$ cat src/rtl/reg_file_sb_if.sv
// Register-file bus: writeback, operand read, issue/flush scoreboard control.
// The pipeline side is the master; the register file is the slave.
interface reg_file_sb_if #(
  parameter int unsigned XLEN = 32,
  parameter int unsigned AW   = 5,
  parameter int unsigned NRD  = 2
) ();

  logic                  write_en;
  logic [AW-1:0]         wa;
  logic [XLEN-1:0]       wd;
  logic [NRD*AW-1:0]     ra;
  logic [NRD*XLEN-1:0]   rdata;
  logic [NRD-1:0]        busy;
  logic                  iss_en;
  logic [AW-1:0]         iss_rd;
  logic                  flush;
  logic [(2**AW)-1:0]    pend;

  modport master (
    output write_en, wa, wd, ra, iss_en, iss_rd, flush,
    input  rdata, busy, pend
  );

  modport slave (
    input  write_en, wa, wd, ra, iss_en, iss_rd, flush,
    output rdata, busy, pend
  );

endinterface

$ cat src/rtl/reg_file_sb.sv
// Integer register file with write-to-read bypass and a single-bit
// pending-write scoreboard used by decode to hold on RAW hazards.
module reg_file_sb #(
  parameter int unsigned XLEN   = 32,
  parameter int unsigned AW     = 5,
  parameter int unsigned NRD    = 2,
  parameter bit          BYPASS = 1'b1
) (
  input  logic          clk,
  input  logic          rst,
  reg_file_sb_if.slave  bus
);

  localparam int unsigned NREGS = 2**AW;

  logic [XLEN-1:0]  regs [NREGS];
  logic [NREGS-1:0] pend_q;
  logic [NREGS-1:0] pend_next;

  // Register array; entry 0 is never written so it reads as zero.
  always_ff @(posedge clk or posedge rst) begin
    if (rst) begin
      for (int unsigned n = 0; n < NREGS; n++) begin
        regs[n] <= '0;
      end
    end else if (bus.write_en && (bus.wa != '0)) begin
      regs[bus.wa] <= bus.wd;
    end
  end

  // Scoreboard next state: flush drops old marks, a same-edge issue beats retirement.
  always_comb begin
    pend_next = '0;
    for (int unsigned n = 1; n < NREGS; n++) begin
      logic set_n;
      logic clr_n;
      logic keep_n;
      set_n  = bus.iss_en && (bus.iss_rd == AW'(n));
      clr_n  = bus.write_en && (bus.wa == AW'(n));
      keep_n = pend_q[n] && !bus.flush && !clr_n;
      pend_next[n] = set_n || keep_n;
    end
  end

  always_ff @(posedge clk or posedge rst) begin
    if (rst) begin
      pend_q <= '0;
    end else begin
      pend_q <= pend_next;
    end
  end

  assign bus.pend = pend_q;

  // Read ports resolve independently; reset forces them quiet even if wd is being driven.
  always_comb begin
    bus.rdata = '0;
    bus.busy  = '0;
    for (int unsigned i = 0; i < NRD; i++) begin
      logic [AW-1:0] a;
      logic          fwd;
      a   = bus.ra[i*AW +: AW];
      fwd = BYPASS && bus.write_en && (bus.wa == a);
      if (!rst && (a != '0)) begin
        bus.rdata[i*XLEN +: XLEN] = fwd ? bus.wd : regs[a];
        bus.busy[i]               = pend_q[a] && !fwd;
      end
    end
  end

endmodule

$ cat src/flat_wrapper.sv
// flat-port wrapper written by rule: the top's interface ports become plain ports
module reg_file_sb_flat 
#(
  parameter int unsigned XLEN   = 32,
  parameter int unsigned AW     = 5,
  parameter int unsigned NRD    = 2,
  parameter bit          BYPASS = 1'b1
)
  (clk, rst, bus_write_en, bus_wa, bus_wd, bus_ra, bus_iss_en, bus_iss_rd, bus_flush, bus_rdata, bus_busy, bus_pend);
  reg_file_sb_if #(.XLEN(XLEN), .AW(AW), .NRD(NRD)) bus_i ();
  input  logic clk;
  input  logic rst;
  input wire logic [$bits(bus_i.write_en)-1:0] bus_write_en;
  input wire logic [$bits(bus_i.wa)-1:0] bus_wa;
  input wire logic [$bits(bus_i.wd)-1:0] bus_wd;
  input wire logic [$bits(bus_i.ra)-1:0] bus_ra;
  input wire logic [$bits(bus_i.iss_en)-1:0] bus_iss_en;
  input wire logic [$bits(bus_i.iss_rd)-1:0] bus_iss_rd;
  input wire logic [$bits(bus_i.flush)-1:0] bus_flush;
  output wire logic [$bits(bus_i.rdata)-1:0] bus_rdata;
  output wire logic [$bits(bus_i.busy)-1:0] bus_busy;
  output wire logic [$bits(bus_i.pend)-1:0] bus_pend;
  assign bus_i.write_en = bus_write_en;
  assign bus_i.wa = bus_wa;
  assign bus_i.wd = bus_wd;
  assign bus_i.ra = bus_ra;
  assign bus_i.iss_en = bus_iss_en;
  assign bus_i.iss_rd = bus_iss_rd;
  assign bus_i.flush = bus_flush;
  assign bus_rdata = bus_i.rdata;
  assign bus_busy = bus_i.busy;
  assign bus_pend = bus_i.pend;
  reg_file_sb #(.XLEN(XLEN), .AW(AW), .NRD(NRD), .BYPASS(BYPASS)) u_core (.clk(clk), .rst(rst), .bus(bus_i));
endmodule
$ cat config.mk
export PLATFORM = sky130hd
export DESIGN_NAME = reg_file_sb_flat
export DESIGN_NICKNAME = d
export VERILOG_FILES = /design/src/rtl/reg_file_sb_if.sv /design/src/rtl/reg_file_sb.sv /design/src/flat_wrapper.sv
export SDC_FILE = /design/constraint.sdc
export NUM_CORES = 2
export LEC_CHECK = 0
export CORE_ASPECT_RATIO = 2
export CORE_UTILIZATION = 25
export CTS_CLUSTER_DIAMETER = 150
export DETAILED_ROUTE_END_ITERATION = 10
export GPL_TIMING_DRIVEN = 1
export SYNTH_ARGS = -nofsm -noshare
export SYNTH_HDL_FRONTEND = slang
export SYNTH_SLANG_ARGS = --single-unit
$ cat constraint.sdc
create_clock -name clk -period 94 [get_ports clk]
set_input_delay 18.8 -clock clk [delete_from_list [all_inputs] [get_ports clk]]
set_output_delay 18.8 -clock clk [all_outputs]
set_load 0.01 [all_outputs]
==> impl_metrics.tcl <==
set metrics [dict create \
    rows 248 \
    fin_util_pct 28.3 \
    p_sw_uw 356 \
    p_leak_uw 0.0273 \
    dieWidth_um 341 \
    critPathCaptureType "primary output" \
    synth_ff_type "dfrtp_1" \
    seqPwrFrac_pct 47.2 \
    worst-path-max-fanout 111 \
    synth_area_per_cell_um2 14.3 \
    synth_edf_count 0 \
    tns_ns 0 \
    hold_buffers 0 \
    path_buf_inv 4 \
    finalHoldViolCount 0 \
    cts-root-buf "clkbuf_16" \
    grt_pass1_wl_um 288000 \
    switching_share_pct 28.1 \
    synth.net_count 4099 \
    core_area_um2 229000 \
    drt-total-wl_um 197000 \
    mostFrequentLayoutCell "dfrtp_1" \
    initial_core_util_pct 25.2 \
    numCtsBuffers 92 \
    antenna_found_initial 12 \
    io_pins 155 \
    maxSlewHeadroom_pct 17.8 \
    setup_viol 0 \
    route.detailed.drc 0 \
    total_power_uw 1270 \
    powerDensity_nw_per_um2 19.6 \
    rsz0062_at_grt "false" \
    drv_cap 0 \
    startpoint_type "input port" \
    cts_tree "yes" \
    slowest_stage "buf_4" \
    clock_path_buffers 3 \
    hpwl_um 122000 \
    dr.first_iter.drc_count 2791 \
    pwr-share-clk_pct 31.7 \
    grt_max_degree 186 \
    ctsResizeCount 0 \
    synth-seq-cells 1055 \
    async_reset_ff_share_pct 100 \
    required_ns 75.20 \
    vias 37800 \
    clock_latency_ns 0.69 \
    crit_path_max_incr_delay_ns 0.89 \
    p_int_uw 914 \
    area_growth_pct 12.5 \
    worstPathCellList "buf_8, buf_4, buf_12, mux2i_1, a221oi_1, a22oi_1, a21oi_1, a211o_1, clkdlybuf4s50_1" \
    syn_inst 4042 \
    grt_pass1_vias 40800 \
    wl_met2_um 101000 \
    path_class "input port to primary output" \
    finalCriticalPeriod_ns 42.01 \
    layout.nets 3994 \
    worstPathArrival_ns 23.21 \
    worstMarginPinSlew_ns 1.23 \
    critical_path.top_delay_family "buffers and inverters" \
    vias_per_cell 5.39 \
    fin_skew_ns 0 \
    fin_ws_ns 51.99 \
    fp.dieH_um 681 \
    drive_above_1_share_pct 43.5 \
    yosys_warnings 0 \
    cts_setup_buffers 0 \
    fmaxAchievable_ghz 0.0238 \
    final_cell_mix "1055 x dfrtp_1, 1027 x mux2_2, 399 x mux4_2" \
    clkSlewWorstSetupHoldPaths_ns 0.06 \
    synth_cell_type_count 64 \
    dr.pass1.iters 7 \
    outcome "finished clean" \
    ys_seq_area_share_pct 45.8 \
    portBuffers 153 \
    worst-r2r-setup-slack_ns 93.13 \
    fin_cells 7013 \
    ir_worst_vdd_v 0.0000135 \
    h-tree-depth 3 \
    cts.sinks 1055 \
    hp-class "flop to flop" \
    combinationalPowerShare_pct 21.0 \
    slew_viol_final 0 \
    wire_per_inst_um 28.1 \
    routed.top_layer "met5" \
    die-area_um2 233000 \
    pre_cts_slack_ns 51.95 \
    grt_usage_pct 16.8 \
    grt-ovfl-total 0 \
    syn_area_um2 57600 \
    met1_length_um 74300 \
    gp_congestion 0.795 \
    dr_wl_met3_um 10100 \
    drt.antenna.violating_nets 0 \
    dp.cells 6843 \
    timing.final.crit_share_pct 44.7 \
]
## flip-flops by register name, summed over array words and instances (netlist names)
register,count
u_core.bus.pend,31
u_core.regs,1024
## power groups by stage
| stage | Sequential, uW | Combinational [uW] | Clock, uW |
|---|---|---|---|
| 6_report | 600 | 267 | 403 |
| 5_1_grt | 610 | 287 | 426 |
| 4_1_cts | 597 | 270 | 411 |
| 3_5_place_dp | 606 | 269 | 0 |
| 3_3_place_gp | 597 | 263 | 0 |
| 2_1_floorplan | 587 | 209 | 0 |
## layer usage
| metal | GRT usage (%) | up-vias |
|---|---|---|
| met5 | 0 | - |
| li1 | - | 15400 |
| met1 | 19.2 | 20500 |
| met4 | 9.39 | 2 |
| met3 | 2.48 | 494 |
| met2 | 29.9 | 1398 |
## cells in the mapped netlist, types with 3 or more instances
| master | number | area share [%] |
|---|---|---|
| dfrtp_1 | 1055 | 46 |
| mux2_2 | 1027 | 20 |
| mux4_2 | 399 | 16 |
| mux2i_1 | 290 | 5.0 |
| clkbuf_1 | 220 | 1.4 |
| buf_2 | 154 | 1.3 |
| a221oi_1 | 124 | 1.9 |
| nand2_1 | 112 | 0.73 |
| a21oi_1 | 94 | 0.82 |
| a22oi_1 | 90 | 1.2 |
| o21bai_1 | 61 | 0.79 |
| a211o_1 | 60 | 0.91 |
| buf_4 | 56 | 0.73 |
| a2111oi_0 | 32 | 0.49 |
| and3_1 | 30 | 0.33 |
| buf_6 | 26 | 0.51 |
| inv_1 | 21 | 0.14 |
| o21ai_0 | 20 | 0.17 |
| nand3b_1 | 17 | 0.22 |
| nor2_1 | 17 | 0.11 |
| o32ai_1 | 15 | 0.23 |
| nand3_1 | 13 | 0.11 |
| buf_1 | 11 | 0.072 |
| nand2b_1 | 11 | 0.12 |
| nor2b_1 | 11 | 0.12 |
| xnor2_1 | 10 | 0.15 |
| a31oi_1 | 5 | 0.054 |
| nor3_1 | 5 | 0.043 |
| o211ai_1 | 5 | 0.065 |
| or2_2 | 5 | 0.054 |
| nand4_1 | 4 | 0.043 |
| nor3_2 | 4 | 0.069 |
| nor3b_1 | 3 | 0.039 |
## area by class of cell
type                    count  area (um^2)
diodes                      9         22.5
clock buffers             131         2680
clock inverters            30          383
fillers                 23000       164000
inverters                  23         96.3
multi-input cells        2497        29000
flip-flops and latches   1055        26400
well taps                3000         3750
repair buffers            268         2460
## cell families (layout without fill, tap and decap cells)
| logic type | Yosys count | in the layout | share of synthesized area [%] |
|---|---|---|---|
| multiplexers | 1716 | 1716 | 40.7 |
| XOR/XNOR | 10 | 10 | 0.152 |
| buffers and inverters | 490 | 452 | 4.23 |
| flip-flops | 1055 | 1055 | 45.8 |
| other | 1 | 10 | 0.00651 |
| AO/OA/AOI/OAI | 523 | 523 | 6.87 |
| AND/OR/NAND/NOR | 247 | 247 | 2.23 |
## worst register-to-register path: stages (launching register included)
cell and delay, ns:
dfrtp_1 0.40, inv_1 0.07, o32ai_1 0.29
## worst paths after layout
kind,startpoint,endpoint,cells after the start
setup / recovery,bus_ra[5],bus_rdata[41],9
hold / removal,u_core.regs[1000],u_core.regs[1000],0
setup reg to reg,u_core.bus.pend[27],u_core.bus.pend[27],2
hold reg to reg,u_core.regs[1000],u_core.regs[1000],0
max in group asynchronous,rst,u_core.regs[1015],5
min in group asynchronous,rst,u_core.regs[865],2
## through the flow
step / hold slack (ns) / cell area [um^2]
after floorplan: 0.441 / 57600
after global placement: 0.376 / 61700
after detailed placement: 0.383 / 61700
after CTS: 0.399 / 64800
after global routing: 0.410 / 64800
final: 0.398 / 64800
Note: power is estimated with default switching activity, not from simulation.
